### config.mk
export PLATFORM = sky130hd
export DESIGN_NAME = traffic_ctrl_multi
export DESIGN_NICKNAME = d
export VERILOG_FILES = /design/src/rtl/traffic_ctrl_multi.sv
export SDC_FILE = /design/constraint.sdc
export NUM_CORES = 1
export LEC_CHECK = 0
export CORE_MARGIN = 2
export CORE_UTILIZATION = 32
export DETAILED_ROUTE_END_ITERATION = 6
export PLACE_DENSITY = 0.47
export SYNTH_ARGS = -nofsm -noshare
export SYNTH_HDL_FRONTEND = slang
export SYNTH_SLANG_ARGS = --single-unit
export TNS_END_PERCENT = 10
### constraint.sdc
create_clock -name clk -period 6.39 [get_ports clk]
set_input_delay 0.639 -clock clk [delete_from_list [all_inputs] [get_ports clk]]
set_output_delay 0.639 -clock clk [all_outputs]
set_load 0.005 [all_outputs]
### src/rtl/traffic_ctrl_multi.sv
// Multi-approach traffic-light controller: round-robin green/yellow/all-red
// sequencing with a latched pedestrian walk phase and a flashing-yellow mode.
module traffic_ctrl_multi #(
  parameter int N_DIR     = 2,
  parameter int G_CYC     = 1000,
  parameter int Y_CYC     = 250,
  parameter int AR_CYC    = 100,
  parameter int PED_CYC   = 1000,
  parameter int FLASH_CYC = 500,
  parameter int CNT_W     = 29
) (
  input  logic             clk,
  input  logic             rst_n,
  input  logic             ped_btn_n,
  input  logic             flash_en,
  output logic [N_DIR-1:0] red,
  output logic [N_DIR-1:0] yel,
  output logic [N_DIR-1:0] grn,
  output logic             walk,
  output logic             dont_walk,
  output logic             ped_pending,
  output logic [1:0]       active_dir
);

  typedef enum logic [2:0] {ALL_RED, GREEN, YELLOW, PED_WALK, FLASH} state_e;

  localparam logic [CNT_W-1:0] G_LAST   = CNT_W'(G_CYC - 1);
  localparam logic [CNT_W-1:0] Y_LAST   = CNT_W'(Y_CYC - 1);
  localparam logic [CNT_W-1:0] AR_LAST  = CNT_W'(AR_CYC - 1);
  localparam logic [CNT_W-1:0] PED_LAST = CNT_W'(PED_CYC - 1);
  localparam logic [CNT_W-1:0] FL_LAST  = CNT_W'(FLASH_CYC - 1);
  localparam logic [1:0]       DIR_LAST = 2'(N_DIR - 1);

  state_e           state_q, state_d;
  logic [CNT_W-1:0] cnt_q, cnt_d;
  logic [1:0]       dir_q, dir_d;
  logic             pend_q, pend_d;
  logic             phase_q, phase_d;
  logic [2:0]       ped_sync_q;
  logic [1:0]       flash_sync_q;
  logic             press;
  logic             flash_req;
  logic [N_DIR-1:0] dir_oh;

  // Stage 2 is the synchronised button; stage 3 only serves falling-edge detection.
  assign press     = ped_sync_q[2] & ~ped_sync_q[1];
  assign flash_req = flash_sync_q[1];

  always_ff @(posedge clk) begin
    if (!rst_n) begin
      state_q      <= ALL_RED;
      cnt_q        <= '0;
      dir_q        <= '0;
      pend_q       <= 1'b0;
      phase_q      <= 1'b0;
      ped_sync_q   <= '0;
      flash_sync_q <= '0;
    end else begin
      state_q      <= state_d;
      cnt_q        <= cnt_d;
      dir_q        <= dir_d;
      pend_q       <= pend_d;
      phase_q      <= phase_d;
      ped_sync_q   <= {ped_sync_q[1:0], ped_btn_n};
      flash_sync_q <= {flash_sync_q[0], flash_en};
    end
  end

  always_comb begin
    state_d = state_q;
    cnt_d   = cnt_q + 1'b1;
    dir_d   = dir_q;
    phase_d = phase_q;
    case (state_q)
      ALL_RED: if (cnt_q == AR_LAST) begin
        cnt_d = '0;
        if (flash_req) begin
          state_d = FLASH;
          phase_d = 1'b0;
        end else if (pend_q) begin
          state_d = PED_WALK;
        end else begin
          state_d = GREEN;
        end
      end
      GREEN: if (cnt_q == G_LAST) begin
        state_d = YELLOW;
        cnt_d   = '0;
      end
      YELLOW: if (cnt_q == Y_LAST) begin
        state_d = ALL_RED;
        cnt_d   = '0;
        dir_d   = (dir_q == DIR_LAST) ? 2'd0 : dir_q + 2'd1;
      end
      PED_WALK: if (cnt_q == PED_LAST) begin
        state_d = GREEN;
        cnt_d   = '0;
      end
      FLASH: begin
        if (!flash_req) begin
          state_d = ALL_RED;
          cnt_d   = '0;
          dir_d   = '0;
        end else if (cnt_q == FL_LAST) begin
          cnt_d   = '0;
          phase_d = ~phase_q;
        end
      end
      default: begin
        state_d = ALL_RED;
        cnt_d   = '0;
      end
    endcase

    // Clearing on walk entry wins over a press landing on the same edge.
    pend_d = pend_q;
    if ((state_d == PED_WALK && state_q != PED_WALK) || state_d == FLASH)
      pend_d = 1'b0;
    else if (press && state_q != PED_WALK && state_q != FLASH)
      pend_d = 1'b1;
  end

  always_comb begin
    for (int unsigned i = 0; i < N_DIR; i++)
      dir_oh[i] = (dir_q == 2'(i));
    red       = '1;
    yel       = '0;
    grn       = '0;
    walk      = 1'b0;
    dont_walk = 1'b1;
    case (state_q)
      GREEN: begin
        grn = dir_oh;
        red = ~dir_oh;
      end
      YELLOW: begin
        yel = dir_oh;
        red = ~dir_oh;
      end
      PED_WALK: begin
        walk      = 1'b1;
        dont_walk = 1'b0;
      end
      FLASH: begin
        red = '0;
        yel = phase_q ? '0 : '1;
      end
      default: ;
    endcase
    ped_pending = pend_q;
    active_dir  = dir_q;
  end

endmodule

==> impl_metrics.json, run 1 <==
{
  "yosysMostFrequentCell": "dfxtp_1",
  "worstHoldStart": "ped_sync_q[0]",
  "die_x_microns": 87.3,
  "muxShareOfSynthArea": 0.00450,
  "swShare": 0.203,
  "crit_fanout": 12,
  "synthFlopType": "dfxtp_1",
  "slew_headroom": 0.364,
  "post_cts_buffers": 0,
  "syn_area_sq_um": 2220,
  "synth_area_leader_cell": "dfxtp_1",
  "cellPowerDensity_nw_per_um2": 195,
  "met1_usage": 0.214,
  "drc": 0,
  "slowest_stage": "dfxtp_1",
  "grt_pass1_vias": 1761,
  "multi_input_area_sq_um": 1310,
  "cts_tree": "built",
  "root_buffer": "clkbuf_8",
  "fmax_ghz": 0.356,
  "rsz0062_at_grt": "false",
  "timing.reg2reg.setup_slack_ns": 4.00,
  "dieArea_sq_um": 7630,
  "clk_pin_slew_ns": 0.08,
  "synth_compound_area_frac": 0.0681,
  "synthArstFlopShare": 0,
  "setup_tns_ns": 0,
  "p_total_uw": 494,
  "rows": 30,
  "power.static_leakage_uw": 0.000856,
  "n_antenna_cell": 0,
  "maxSlewViolCount": 0,
  "drive_gt1_frac": 0.0538,
  "post_dp_cell_area_sq_um": 2420,
  "yosysWarnings": 0,
  "viasPerCell": 5.10,
  "regArea_sq_um": 821,
  "io_pins": 15,
  "worst-path-buf-inv": 2,
  "seqPwrFrac": 0.530,
  "power_frac_comb": 0.029,
  "n_fill_cell": 714,
  "r2r_cells": 7,
  "ir_drop_mv": 0.0754,
  "clkLatencyLatePin_ns": 0.29,
  "cts_hold_buffers": 0,
  "dp_hpwl_mm": 3.45,
  "yosysUniqueCellTypes": 43,
  "port_buffers": 14,
  "maxCapViolCount": 0,
  "start_util": 0.329,
  "r2r_end": "cnt_q[1]",
  "wirelength_mm": 4.95,
  "synth_top_area_share": 0.369,
  "finClkSkew_ns": 0.0116,
  "coreArea_sq_um": 6760,
  "grt_pass1_wl_mm": 8.65,
  "synth_common_cells": "41 x dfxtp_1, 31 x nand2_1, 24 x nor2_1",
  "p_sw_uw": 100,
  "drt_iter0_markers": 80,
  "syn_inst": 269,
  "antenna_found_initial": 0,
  "route.vias.total": 1831,
  "yosysSeqAreaShare": 0.369,
  "synth_adder_area_share": 0.0113,
  "fin_crit_ns": 2.81,
  "drt_pass1_iterations": 4,
  "cp.arrival_ns": 2.17,
  "fin_hold_ws_ns": 0.440,
  "grt_usage": 0.143,
  "worstMarginPinSlew_ns": 0.945,
  "htreeDepth": 2,
  "r2r_start": "cnt_q[0]",
  "internal_power_uw": 393,
  "synth_top_family_by_area": "simple AND/OR/NAND/NOR gates",
  "status": "completed",
  "fin_crit_sh": 0.439,
  "use_met2": 0.208,
  "synth_xor_area_frac": 0.110,
  "stdcell_count": 359,
  "dp_cells": 351,
  "cts_made_buffers": 5,
  "holdCritPathClass": "reg -> reg",
  "grt_use_met3": 0.0284,
  "synth_area_leaders": "dfxtp_1 37%, xnor2_1 7.9%, nor3b_1 5.7%",
  "path_cells": "inv_1, or3_1, a21oi_1, clkdlybuf4s50_1",
  "layout.nets": 284,
  "critPathKind": "reg -> out",
  "grt_start_max_net_pins": 30,
  "crit_required_ns": 5.75,
  "clkPwrFrac": 0.441,
  "critPathLaunchType": "flip-flop",
  "place_congestion": 0.757,
  "busiest_layer": "met1",
  "finalSetupViolations": 0,
  "ys_seq_elements": 41,
  "syn2layout_area_growth_pct": 14.0,
  "finalHoldViolCount": 0,
  "design_area_sq_um": 2530,
  "syn_avg_cell_area_sq_um": 8.26,
  "clock-sinks": 41,
  "ant_nets": 0,
  "cp-end-kind": "output port",
  "syn_nets": 275,
  "grt_overflow": 0,
  "min_path_cells": 1,
  "synth_edf_count": 0,
  "holdPathEnd": "ped_sync_q[1]",
  "wl_per_cell_microns": 13.8,
  "synth-simple-area-share": 0.391,
  "slowest_delay_ns": 0.57,
  "die_h_microns": 87.3,
  "clockBufferDepth": 2,
  "post_cts_resize_count": 0,
  "path_delay_family": "buffers and inverters"
}
[area by class of cell]
class / count / area share
Tap cell: 80 / 0.0395
Timing Repair Buffer: 15 / 0.0583
Sequential cell: 41 / 0.324
Clock inverter: 1 / 0.0119
Multi-Input combinational cell: 205 / 0.518
Clock buffer: 7 / 0.0341
Inverter: 10 / 0.0148
[power groups by stage]
stage          sequential (uW)  combinational, uW  clock [uW]
6_report                   262               14.3         218
5_1_grt                    262               16.3         238
4_1_cts                    262               14.6         227
3_5_place_dp               268               14.5           0
3_3_place_gp               268               14.6           0
2_1_floorplan              266               11.2           0
[layout by cell type (no fill, tap or decap), types with 8 or more instances in the layout]
cell type | synthesis | layout
xnor2_1 | 20 | 20
nand2_1 | 31 | 31
dfxtp_1 | 41 | 41
inv_1 | 10 | 10
and3_1 | 8 | 8
and2_1 | 8 | 8
nor3_1 | 14 | 14
nor3b_1 | 17 | 17
clkdlybuf4s50_1 | 0 | 14
nand3_1 | 17 | 17
nor2_1 | 24 | 24
nor4_1 | 8 | 8
xor2_1 | 8 | 8
[registers in the layout (all words and copies together) (netlist names)]
register      count
ped_pending       1
phase_q           1
ped_sync_q        3
active_dir        2
state_q           3
flash_sync_q      2
cnt_q            29
[how the worst max path moves through the flow]
| stage | startpoint | end | slack [ns] | cells after the start |
|---|---|---|---|---|
| after floorplan | cnt_q[0] | cnt_q[10] | 4.38 | 8 |
| after detailed placement | rst_n | cnt_q[27] | 3.81 | 3 |
| after global routing | state_q[2] | yel[1] | 3.46 | 4 |
| after CTS | state_q[2] | yel[1] | 3.58 | 4 |
| final | state_q[2] | yel[1] | 3.58 | 4 |
| after global placement | rst_n | cnt_q[27] | 3.78 | 3 |
[logic make-up (layout without fill, tap and decap cells)]
group | count (synthesis) | count (layout)
flops | 41 | 41
xor+xnor | 28 | 28
buf+inv | 23 | 33
simple gates | 154 | 154
fa+ha+maj | 2 | 2
compound gates | 20 | 20
mux | 1 | 1
[metrics by stage]
stage                      util  setup slack, ns
final                     0.375             3.58
after global routing      0.375             3.46
after CTS                 0.375             3.58
after detailed placement  0.358             3.81
after global placement    0.358             3.78
after floorplan               -             4.38
[per-layer routing]
| layer | share of wire | wire, microns |
|---|---|---|
| met2 | 0.42 | 2060 |
| met5 | 0 | 0 |
| met3 | 0.020 | 101 |
| met4 | 0.013 | 64 |
| met1 | 0.55 | 2720 |
No activity file was read; power rests on OpenSTA's default activity.
==> inputs of run 2 (changes only) <==
Clock period 6.39 ns to 2.92 ns, I/O delays scaled along.
==> run 2 against run 1 <==
  * Flip-flop and latch count unchanged
  * Clock power increased to 2.5 times the previous value
  * Clock skew decreased by 0.0056 ns
  * First-iteration DRC count decreased by 21%
  * Die area unchanged
  * Non-clock buffer count increased by 2
  * Sequential share of layout area decreased by 0.41 points
  * Highest routed layer unchanged
==> impl_metrics.json, run 2 (synthesis results as in run 1) <==
{
  "start_util": 0.329,
  "holdCritPathClass": "reg -> reg",
  "htreeDepth": 2,
  "p_sw_uw": 231,
  "clock-sinks": 41,
  "stdcell_count": 361,
  "drt_iter0_markers": 63,
  "grt_start_max_net_pins": 30,
  "largest_reg_flops": 29,
  "antenna_found_initial": 0,
  "finClkSkew_ns": 0.00604,
  "grt_pass1_wl_mm": 8.58,
  "status": "completed",
  "crit_required_ns": 2.63,
  "regMostFlops": "cnt_q",
  "slew_headroom": 0.627,
  "dp_cells": 353,
  "final_common_cell": "dfxtp_1",
  "cts_tree": "built",
  "viasPerCell": 5.25,
  "drt_pass1_iterations": 5,
  "port_buffers": 14,
  "dp_hpwl_mm": 3.55,
  "fin_crit_sh": 0.848,
  "finalHoldViolCount": 0,
  "grt_pass1_vias": 1728,
  "clkPwrFrac": 0.475,
  "drive_gt1_frac": 0.0641,
  "cellPowerDensity_nw_per_um2": 449,
  "clockBufferDepth": 2,
  "die_h_microns": 87.3,
  "worstMarginPinSlew_ns": 0.556,
  "power.static_leakage_uw": 0.000876,
  "maxCapViolCount": 0,
  "cp.arrival_ns": 2.19,
  "clkLatencyLatePin_ns": 0.30,
  "maxSlewViolCount": 0,
  "ant_nets": 0,
  "post_cts_resize_count": 0,
  "internal_power_uw": 922,
  "ir_drop_mv": 0.153,
  "setup_tns_ns": 0,
  "n_fill_cell": 708,
  "fmax_ghz": 0.404,
  "n_antenna_cell": 0,
  "cts_made_buffers": 5,
  "layout_common_cells": "41 x dfxtp_1, 31 x nand2_1, 24 x nor2_1",
  "coreArea_sq_um": 6760,
  "layout.nets": 286,
  "cp-end-kind": "output port",
  "fin_crit_ns": 2.48,
  "die_x_microns": 87.3,
  "largest_registers": "cnt_q x29, ped_sync_q x3, state_q x3",
  "swShare": 0.201,
  "busiest_layer": "met1",
  "syn2layout_area_growth_pct": 15.5,
  "route.vias.total": 1897,
  "place_congestion": 0.811,
  "grt_overflow": 0,
  "wirelength_mm": 5.07,
  "wl_per_cell_microns": 14.0,
  "power_frac_comb": 0.028,
  "crit_fanout": 12,
  "use_met2": 0.205,
  "clk_pin_slew_ns": 0.08,
  "post_cts_buffers": 0,
  "grt_use_met3": 0.0408,
  "critPathKind": "reg -> out",
  "seqPwrFrac": 0.496,
  "drc": 0,
  "grt_usage": 0.144,
  "rows": 30,
  "met1_usage": 0.211,
  "root_buffer": "clkbuf_8",
  "finalSetupViolations": 0,
  "dieArea_sq_um": 7630,
  "cts_hold_buffers": 0,
  "critPathLaunchType": "flip-flop",
  "io_pins": 15,
  "rsz0062_at_grt": "false"
}
## run 2: cell type report
| type | count | area, sq um | share of cell area |
|---|---|---|---|
| clock buffers | 5 | 68.8 | 0.0268 |
| well taps | 80 | 100 | 0.0390 |
| flip-flops and latches | 41 | 821 | 0.320 |
| clock inverters | 3 | 65.1 | 0.0254 |
| multi-input cells | 205 | 1310 | 0.511 |
| inverters | 10 | 37.5 | 0.0146 |
| repair buffers | 17 | 163 | 0.0634 |
## run 2: final timing paths
kind,endpoint,cells after the start,slack [ns],from
worst max-delay path,yel[0],4,0.44,state_q[2]
worst min-delay path,ped_sync_q[1],1,0.44,ped_sync_q[0]
worst max register to register,cnt_q[19],7,0.58,cnt_q[0]
worst min register to register,ped_sync_q[1],1,0.44,ped_sync_q[0]
## run 2: power groups by stage
stage / registers [uW] / clock network [uW] / logic [uW]
2_1_floorplan: 582 / 0 / 24.4
3_3_place_gp: 585 / 0 / 33.1
3_5_place_dp: 586 / 0 / 33.0
4_1_cts: 573 / 568 / 33.2
5_1_grt: 574 / 598 / 36.9
6_report: 573 / 548 / 32.5
## run 2: worst max-delay path, stage by stage (launching register included)
cell and delay, ns:
dfxtp_1 0.59, inv_1 0.22, or3_1 0.42, a21oi_1 0.14, clkdlybuf4s50_1 0.52
## run 2: routing by layer
metal	vias up	part of all wire
li1	970	-
met4	0	0.0083
met2	35	0.43
met5	-	0
met1	888	0.53
met3	4	0.029
## run 2: through the flow
step | total power (uW) | utilization | hold WS [ns] | area [sq um] | worst slack [ns]
6_report | 1150 | 0.380 | 0.436 | 2570 | 0.443
5_1_grt | 1210 | 0.380 | 0.476 | 2570 | 0.346
4_1_cts | 1170 | 0.380 | 0.440 | 2570 | 0.454
3_5_place_dp | 619 | 0.360 | 0.419 | 2430 | 0.597
3_3_place_gp | 619 | 0.360 | 0.415 | 2430 | 0.658
2_1_floorplan | 607 | - | 0.412 | 2220 | 0.910
==> RTL edit: new RTL, config.mk and constraints of run 2 <==
`N_DIR`: 2 -> 1.
--- a/src/rtl/traffic_ctrl_multi.sv
+++ b/src/rtl/traffic_ctrl_multi.sv
@@ -1,7 +1,7 @@
 // Multi-approach traffic-light controller: round-robin green/yellow/all-red
 // sequencing with a latched pedestrian walk phase and a flashing-yellow mode.
 module traffic_ctrl_multi #(
-  parameter int N_DIR     = 2,
+  parameter int N_DIR     = 1,
   parameter int G_CYC     = 1000,
   parameter int Y_CYC     = 250,
   parameter int AR_CYC    = 100,
Ports: changed (resized grn, red and yel); port bits go from 15 to 12. No check against the original RTL was run, so the function may have changed too.
==> RTL edit against run 2 <==
Routed wire length is 11% lower. Via count shrank 11%. Total power down 15%. Clock power fell by 32%. Sequential cell count is the same. Worst setup slack better by 280 ps. Cell area is 9.2% lower. Area after synthesis fell by 5.2%.
==> RTL edit: results (changes against run 2) <==
drt-pass1-iter-count: 4  # -1
synth_fp_nets: 255  # -7.3%
p_leak_nw: 0.754  # -14%
drive_gt1_share_pct: 7.57  # +1.2 points
swShare_pct: 23.6  # +3.5 points
synth_compound_area_share_pct: 13.7  # +6.9 points
vias: 1684  # -11%
wirelength_mm: 4.51  # -11%
num_rows: 29  # -3.3%
synth_common_cells: "dfxtp_1, a21oi_1, xnor2_1, nor2_1"
first_iter_violations: 92  # +46%
worst_pin_slew_ps: 482  # -73.5 ps
synthXorXnorAreaFrac_pct: 11.6  # +0.60 points
skew_ps: 11.8  # +5.76 ps
ys_seq_area_share_pct: 39.0  # +2.0 points
grt_pass1_vias: 1644  # -4.9%
gp_congestion: 0.781  # -3.8%
outcome: "finished, final reports clean"
ys_async_sr_fraction_pct: 0  # unchanged
portBuffers: 11  # -3
synth_area_leaders: "dfxtp_1, xnor2_1, a21oi_1, nor4_1, nand3_1"
pwr-share-seq_pct: 58.5  # +8.9 points
hpwl_mm: 2.98  # -16%
critPathMaxFanout: 10  # -2
ys_types: 45  # +4.7%
cp.arrival_ps: 1900  # -290 ps
powerComb_uw: 33.7  # +4%
synth_mux_area_share_pct: 0.950  # +0.50 points
grtUsageTotal_pct: 13.5  # -0.88 points
[RTL edit: routing by layer]
layer | global-route usage (%) | share of wire, % | up-vias
met4 | 4.18 | 0.64 | 0
met3 | 3.21 | 2.4 | 2
li1 | - | - | 886
met1 | 19.6 | 52 | 779
met2 | 19.9 | 45 | 17
met5 | 0 | 0 | -
[RTL edit: path summary, 6_finish.rpt]
path	startpoint	to	slack [ps]	cells after the start
setup / recovery	state_q[2]$_SDFF_PN0_	yel	720	5
hold reg to reg	flash_sync_q[0]$_SDFF_PN0_	flash_sync_q[1]$_SDFF_PN0_	440	1
hold / removal	flash_sync_q[0]$_SDFF_PN0_	flash_sync_q[1]$_SDFF_PN0_	440	1
setup reg to reg	cnt_q[0]$_SDFF_PN0_	cnt_q[25]$_SDFF_PN0_	730	7
[RTL edit: kinds of logic after synthesis]
kind of cell | count (synthesis)
AND/OR/NAND/NOR | 95
AO/OA/AOI/OAI | 49
flip-flops | 41
XOR/XNOR | 28
buffers and inverters | 28
adder cells (fa/ha/maj) | 4
multiplexers | 2
[RTL edit: stage by stage]
step / instances / area (µm²) / setup WS (ps) / util [%]
after detailed placement: 320 / 2240 / 737 / 35.3
after floorplan: 247 / 2110 / 1010 / -
final: 328 / 2330 / 723 / 36.7
after CTS: 328 / 2330 / 717 / 36.7
after global placement: 320 / 2240 / 709 / 35.3
after global routing: 328 / 2330 / 525 / 36.7
[RTL edit: area by class of cell]
type                       instances  area [µm²]
clock buffer                       5        68.8
clock inverter                     3        17.5
fill                             649        4020
inverter                          11        41.3
multi-input combinational        178        1160
sequential                        41         821
tap                               77        96.3
timing repair buffer              13         125
[RTL edit: critical path: stages (launching register included)]
cell and delay, ps:
dfxtp_1 530, inv_1 220, nor3_1 210, a31oi_1 60, nor2_1 100, clkdlybuf4s50_1 500
